File: src/rtl/sha256_pkg.sv
// Shared constants and types for the SHA-256 byte-stream front end:
// ASCII codes, the printable window and the output controller state encoding.
package sha256_pkg;

    localparam int DIGEST_W = 256;

    localparam logic [7:0] ASCII_ZERO = 8'h30;
    localparam logic [7:0] ASCII_A_LO = 8'h61;
    localparam logic [7:0] ASCII_A_UP = 8'h41;
    localparam logic [7:0] ASCII_NUL  = 8'h00;

    // Printable byte window, shared with the input controller.
    localparam logic [7:0] ASCII_PRINT_MIN = 8'd32;
    localparam logic [7:0] ASCII_PRINT_MAX = 8'd126;

    typedef enum logic [1:0] {
        IDLE,
        SEND,
        TERM,
        DONE
    } out_state_t;

endpackage

File: src/rtl/hex_nibble_enc.sv
// Combinational nibble-to-ASCII-hex encoder; the letter case is chosen at
// elaboration time so one instance serves exactly one output style.
module hex_nibble_enc
    import sha256_pkg::*;
#(
    parameter bit UPPERCASE = 1'b0
) (
    input  logic [3:0] nibble_i,
    output logic [7:0] ascii_o
);

    logic [7:0] letter_base;

    assign letter_base = UPPERCASE ? ASCII_A_UP : ASCII_A_LO;

    always_comb begin
        ascii_o = ASCII_ZERO + {4'd0, nibble_i};
        if (nibble_i > 4'd9) begin
            ascii_o = letter_base + {4'd0, nibble_i} - 8'd10;
        end
    end

endmodule

File: src/rtl/hex_output_ctrl.sv
// Serialises a captured digest as ASCII hex, most-significant nibble first,
// optionally followed by a NUL terminator, over a valid/ready byte stream.
module hex_output_ctrl
    import sha256_pkg::*;
#(
    parameter int DIGEST_W  = sha256_pkg::DIGEST_W,
    parameter bit UPPERCASE = 1'b0,
    parameter bit TERMINATE = 1'b1
) (
    input  logic                clk,
    input  logic                rst,
    input  logic [DIGEST_W-1:0] digest_i,
    input  logic                digest_valid_i,
    output logic [7:0]          data_o,
    output logic                valid_o,
    input  logic                ready_i,
    output logic                busy_o,
    output logic                done_o
);

    localparam int NIBBLES = DIGEST_W / 4;
    localparam int CNT_W   = (NIBBLES > 1) ? $clog2(NIBBLES) : 1;
    localparam logic [CNT_W-1:0] LAST_NIB = CNT_W'(NIBBLES - 1);

    out_state_t          state_q, state_d;
    logic [DIGEST_W-1:0] shreg_q, shreg_d;
    logic [DIGEST_W-1:0] shreg_shifted;
    logic [CNT_W-1:0]    cnt_q, cnt_d;
    logic [7:0]          data_q, data_d;
    logic [3:0]          enc_nibble;
    logic [7:0]          enc_ascii;

    // Handshake: a byte moves on any rising edge where valid_o && ready_i.
    // valid_o is decoded from the state register only, so it never follows
    // ready_i combinationally, and data_o/valid_o only change after a
    // transfer, which keeps them stable across stalls.
    assign valid_o = (state_q == SEND) || (state_q == TERM);
    assign busy_o  = valid_o;
    assign done_o  = (state_q == DONE);
    assign data_o  = data_q;

    // The encoder looks one nibble ahead so data_q is ready the cycle after
    // a capture or a transfer.
    assign shreg_shifted = shreg_q << 4;
    assign enc_nibble    = (state_q == IDLE) ? digest_i[DIGEST_W-1 -: 4]
                                             : shreg_shifted[DIGEST_W-1 -: 4];

    hex_nibble_enc #(
        .UPPERCASE(UPPERCASE)
    ) u_enc (
        .nibble_i(enc_nibble),
        .ascii_o (enc_ascii)
    );

    always_comb begin
        state_d = state_q;
        shreg_d = shreg_q;
        cnt_d   = cnt_q;
        data_d  = data_q;
        case (state_q)
            IDLE: begin
                if (digest_valid_i) begin
                    state_d = SEND;
                    shreg_d = digest_i;
                    cnt_d   = '0;
                    data_d  = enc_ascii;
                end
            end
            SEND: begin
                if (ready_i) begin
                    shreg_d = shreg_shifted;
                    if (cnt_q == LAST_NIB) begin
                        state_d = TERMINATE ? TERM : DONE;
                        data_d  = ASCII_NUL;
                    end else begin
                        cnt_d  = cnt_q + CNT_W'(1);
                        data_d = enc_ascii;
                    end
                end
            end
            TERM: begin
                if (ready_i) begin
                    state_d = DONE;
                    data_d  = ASCII_NUL;
                end
            end
            DONE: begin
                state_d = IDLE;
                data_d  = ASCII_NUL;
            end
            default: begin
                state_d = IDLE;
                data_d  = ASCII_NUL;
            end
        endcase
    end

    always_ff @(posedge clk or posedge rst) begin
        if (rst) begin
            state_q <= IDLE;
            shreg_q <= '0;
            cnt_q   <= '0;
            data_q  <= ASCII_NUL;
        end else begin
            state_q <= state_d;
            shreg_q <= shreg_d;
            cnt_q   <= cnt_d;
            data_q  <= data_d;
        end
    end

endmodule
File: config.mk
export PLATFORM = sky130hd
export DESIGN_NAME = hex_output_ctrl
export DESIGN_NICKNAME = d
export VERILOG_FILES = /design/src/rtl/sha256_pkg.sv /design/src/rtl/hex_nibble_enc.sv /design/src/rtl/hex_output_ctrl.sv
export SDC_FILE = /design/constraint.sdc
export NUM_CORES = 1
export LEC_CHECK = 0
export CAP_MARGIN = 20
export CORE_UTILIZATION = 53
export CTS_BUF_LIST = sky130_fd_sc_hd__clkbuf_4 sky130_fd_sc_hd__clkbuf_8
export DETAILED_ROUTE_END_ITERATION = 16
export GPL_TIMING_DRIVEN = 0
export PLACE_DENSITY = 0.83
export SYNTH_ARGS = -nofsm -noshare
export SYNTH_HDL_FRONTEND = slang
export SYNTH_SLANG_ARGS = --single-unit
File: constraint.sdc
create_clock -name clk -period 10.8 [get_ports clk]
set_input_delay 1.62 -clock clk [delete_from_list [all_inputs] [get_ports clk]]
set_output_delay 1.62 -clock clk [all_outputs]
set_load 0.005 [all_outputs]
==> insert_results.sql <==
INSERT INTO impl_metrics (metric_group, metric, value, unit) VALUES
('die', 'die_h', '155', 'µm'),
('die', 'design.portCount', '271', ''),
('worst_setup_path', 'worst_path_arrival', '1.98', 'ns'),
('die', 'die_outline_area', '24100', 'µm²'),
('timing', 'layout_min_cycle_time', '3.60', 'ns'),
('drt', 'drt-wirelength-per-cell', '16.8', 'µm'),
('pwr', 'p_int', '2.95', 'mW'),
('global_route', 'grt_start_max_net_pins', '129', ''),
('worst_setup_path', 'critical_path.endpoint_type', 'output port', ''),
('final_layout', 'area_delta_synth_final', '33.4', '%'),
('clock_tree', 'clock_path_buffers', '3', ''),
('worst_setup_path', 'cp_max_fo', '4', ''),
('clock_tree', 'clock_latency', '0.55', 'ns'),
('final_layout', 'final_net_count', '1777', ''),
('timing', 'fmaxAchievable', '0.278', 'GHz'),
('logic_synthesis', 'syn_nets', '1459', ''),
('die', 'placementRows', '55', ''),
('die', 'die_w', '155', 'µm'),
('logic_synthesis', 'synthesized_area', '12400', 'µm²'),
('worst_setup_path', 'cp_cell_sequence', 'inv_1, ha_1, buf_4, clkdlybuf4s50_1', ''),
('drt', 'drtPass1Iterations', '5', ''),
('clock_tree', 'hold_buffers', '0', ''),
('worst_setup_path', 'criticalPathCategory', 'register to output port', ''),
('pwr', 'power.switching_fraction', '38.0', '%'),
('clock_tree', 'ctsHtreeMaxLevel', '2', ''),
('pwr', 'total_switching_power', '1.81', 'mW'),
('logic_synthesis', 'synthDominantAreaCellType', 'sky130_fd_sc_hd__dfrtp_1', ''),
('logic_synthesis', 'postSynthAreaPerCell', '10.4', 'µm²'),
('die', 'floorplan.core_area', '22800', 'µm²'),
('drt', 'dr.first_iter.drc_count', '587', ''),
('global_route', 'global_route.overflow_total', '0', ''),
('logic_synthesis', 'post_synth_main_area_contributors', 'sky130_fd_sc_hd__dfrtp_1 (54%), sky130_fd_sc_hd__mux2i_1 (20%), sky130_fd_sc_hd__o21ai_0 (8.5%)', ''),
('pwr', 'p_per_area', '287', 'nW/µm²'),
('global_route', 'grt_usage', '26.4', '%'),
('timing', 'worst_clock_skew', '0.0285', 'ns'),
('timing', 'timing.final.setup_violations', '0', ''),
('timing', 'hold_ws', '0.473', 'ns'),
('clock_tree', 'clock_sink_count', '267', ''),
('logic_synthesis', 'yosys_most_used_dff', 'sky130_fd_sc_hd__dfrtp_1', ''),
('timing', 'finalHoldViolCount', '0', ''),
('global_route', 'antenna_found_initial', '0', ''),
('clock_tree', 'postCtsSetupRepairBufs', '0', ''),
('drt', 'num_vias', '9976', ''),
('pwr', 'fin_total_pwr', '4.76', 'mW'),
('timing', 'drv_slew', '0', ''),
('logic_synthesis', 'seq_area_frac_synth', '53.8', '%'),
('flow_run', 'max_cap_violations', '0', ''),
('drt', 'route.antenna.remaining_nets', '0', ''),
('placed_design', 'place_hpwl', '22300', 'µm'),
('global_route', 'grt_first_pass_wirelength', '50500', 'µm'),
('drt', 'via_per_inst', '5.37', ''),
('placed_design', 'gpl.final_weighted_congestion', '0.807', ''),
('worst_setup_path', 'crit_path_max_incr_delay', '0.49', 'ns'),
('drt', 'route.detailed.drc', '0', ''),
('timing', 'setup_repair_after_global_routing_missed_its_margin', 'false', ''),
('logic_synthesis', 'postSynthCellCount', '1194', ''),
('timing', 'worstMarginPinSlew', '0.716', 'ns'),
('pwr', 'seq_power_share', '36.9', '%'),
('pwr', 'power_frac_comb', '42.4', '%'),
('logic_synthesis', 'synth_async_sr_flop_share', '100', '%'),
('placed_design', 'port_buffers', '269', ''),
('logic_synthesis', 'yosys.area.top_type_share', '53.8', '%'),
('worst_setup_path', 'crit_slowest_cell', 'sky130_fd_sc_hd__clkdlybuf4s50_1', ''),
('clock_tree', 'post_cts_gate_resize_count', '0', ''),
('timing', 'final.setup.worst_slack', '7.20', 'ns'),
('outcome', 'run_status', 'completed', ''),
('clock_tree', 'cts_buf_count', '45', ''),
('placed_design', 'placement.setup.worst_slack', '7.27', 'ns'),
('pwr', 'leakagePower', '7.26', 'nW'),
('logic_synthesis', 'synth-warning-count', '0', ''),
('clock_tree', 'cts.clk_slew.worst_paths', '0.06', 'ns');
power groups by stage:
stage	Sequential (mW)	Clock, mW	Combinational (mW)
after floorplan	1.68	0	1.50
after global placement	1.74	0	1.95
after detailed placement	1.76	0	2.02
after CTS	1.75	1.00	2.03
after global routing	1.81	1.05	2.26
final	1.76	0.985	2.02
synthesized netlist by cell type (all sizes together) (2+ instances only):
cell type,instances
a21oi,9
a22o,3
buf,60
clkbuf,29
dfrtp,267
ha,5
inv,4
mux2,2
mux2i,249
nand2,268
nand2b,5
nand3,5
nand3b,4
nand4,2
nor2,3
nor4bb,2
o211ai,2
o21ai,259
registers in the layout, indices dropped and copies added, names as in the netlist:
signal   flops
state_q      2
data_o       7
cnt_q        6
shreg_q    252
cell type report:
class	instances	area, µm²
Inverter	4	22.5
Timing Repair Buffer	271	2750
Clock inverter	5	80.1
Multi-Input combinational cell	834	5230
Tap cell	313	392
Sequential cell	267	6680
Antenna cell	1	2.50
Clock buffer	75	920
Buffer	89	495
Fill cell	1656	6210
layer usage:
layer  global-route usage (%)  share of wire (%)
met1                     33.3                 41
met2                     44.5                 49
met3                     6.57                7.4
met4                     9.10                2.6
met5                        0                  0
worst max-delay path: cells and delay by family, from the launching register on:
kind | cells | cell delay, ns
buffers and inverters | 3 | 0.69
flip-flops | 1 | 0.39
adder cells (fa/ha/maj) | 1 | 0.34
placed cells by master, fill, tap and decap left out, types with 2 or more instances in the layout:
cell type / n
sky130_fd_sc_hd__o211ai_1: 2
sky130_fd_sc_hd__clkbuf_8: 57
sky130_fd_sc_hd__nand4_1: 2
sky130_fd_sc_hd__nand2b_1: 5
sky130_fd_sc_hd__ha_1: 5
sky130_fd_sc_hd__clkbuf_4: 18
sky130_fd_sc_hd__bufinv_16: 2
sky130_fd_sc_hd__clkdlybuf4s50_1: 269
sky130_fd_sc_hd__dfrtp_1: 267
sky130_fd_sc_hd__mux2i_1: 249
sky130_fd_sc_hd__nand3b_1: 4
sky130_fd_sc_hd__nand3_1: 5
sky130_fd_sc_hd__clkbuf_1: 29
sky130_fd_sc_hd__o21ai_1: 49
sky130_fd_sc_hd__nand2_1: 267
sky130_fd_sc_hd__nor4bb_1: 2
sky130_fd_sc_hd__inv_1: 3
sky130_fd_sc_hd__nor2_1: 3
sky130_fd_sc_hd__o21ai_0: 210
sky130_fd_sc_hd__buf_6: 13
sky130_fd_sc_hd__a21oi_1: 9
sky130_fd_sc_hd__buf_2: 45
sky130_fd_sc_hd__clkinvlp_4: 2
sky130_fd_sc_hd__buf_4: 2
sky130_fd_sc_hd__buf_16: 2
sky130_fd_sc_hd__a22o_1: 3
path summary, 6_finish.rpt:
path / end / from / cells past startpoint / slack, ns
worst min register to register: shreg_q[0] / shreg_q[0] / 2 / 0.47
max in group asynchronous: shreg_q[10] / rst / 3 / 8.38
worst min-delay path: shreg_q[0] / shreg_q[0] / 2 / 0.47
min in group asynchronous: shreg_q[177] / rst / 2 / 1.48
worst max register to register: shreg_q[198] / state_q[1] / 8 / 8.52
worst max-delay path: valid_o / state_q[0] / 4 / 7.20
cells by family after synthesis:
group	Yosys count	synth area share [%]
flip-flops	267	53.8
adder cells (fa/ha/maj)	5	0.504
AND/OR/NAND/NOR	295	9.54
buffers and inverters	93	4.11
other	1	0.0302
XOR/XNOR	1	0.0705
AO/OA/AOI/OAI	281	11.7
multiplexers	251	20.3
through the flow:
step	setup TNS [ns]	util (%)	instance area [µm²]	std cells
after floorplan	0	-	12400	1194
after global placement	-394.70	68.1	15500	1776
after detailed placement	0	68.3	15600	1778
after CTS	0	72.7	16600	1858
after global routing	0	72.7	16600	1858
final	0	72.7	16600	1859
No activity file was read; power rests on OpenSTA's default activity.
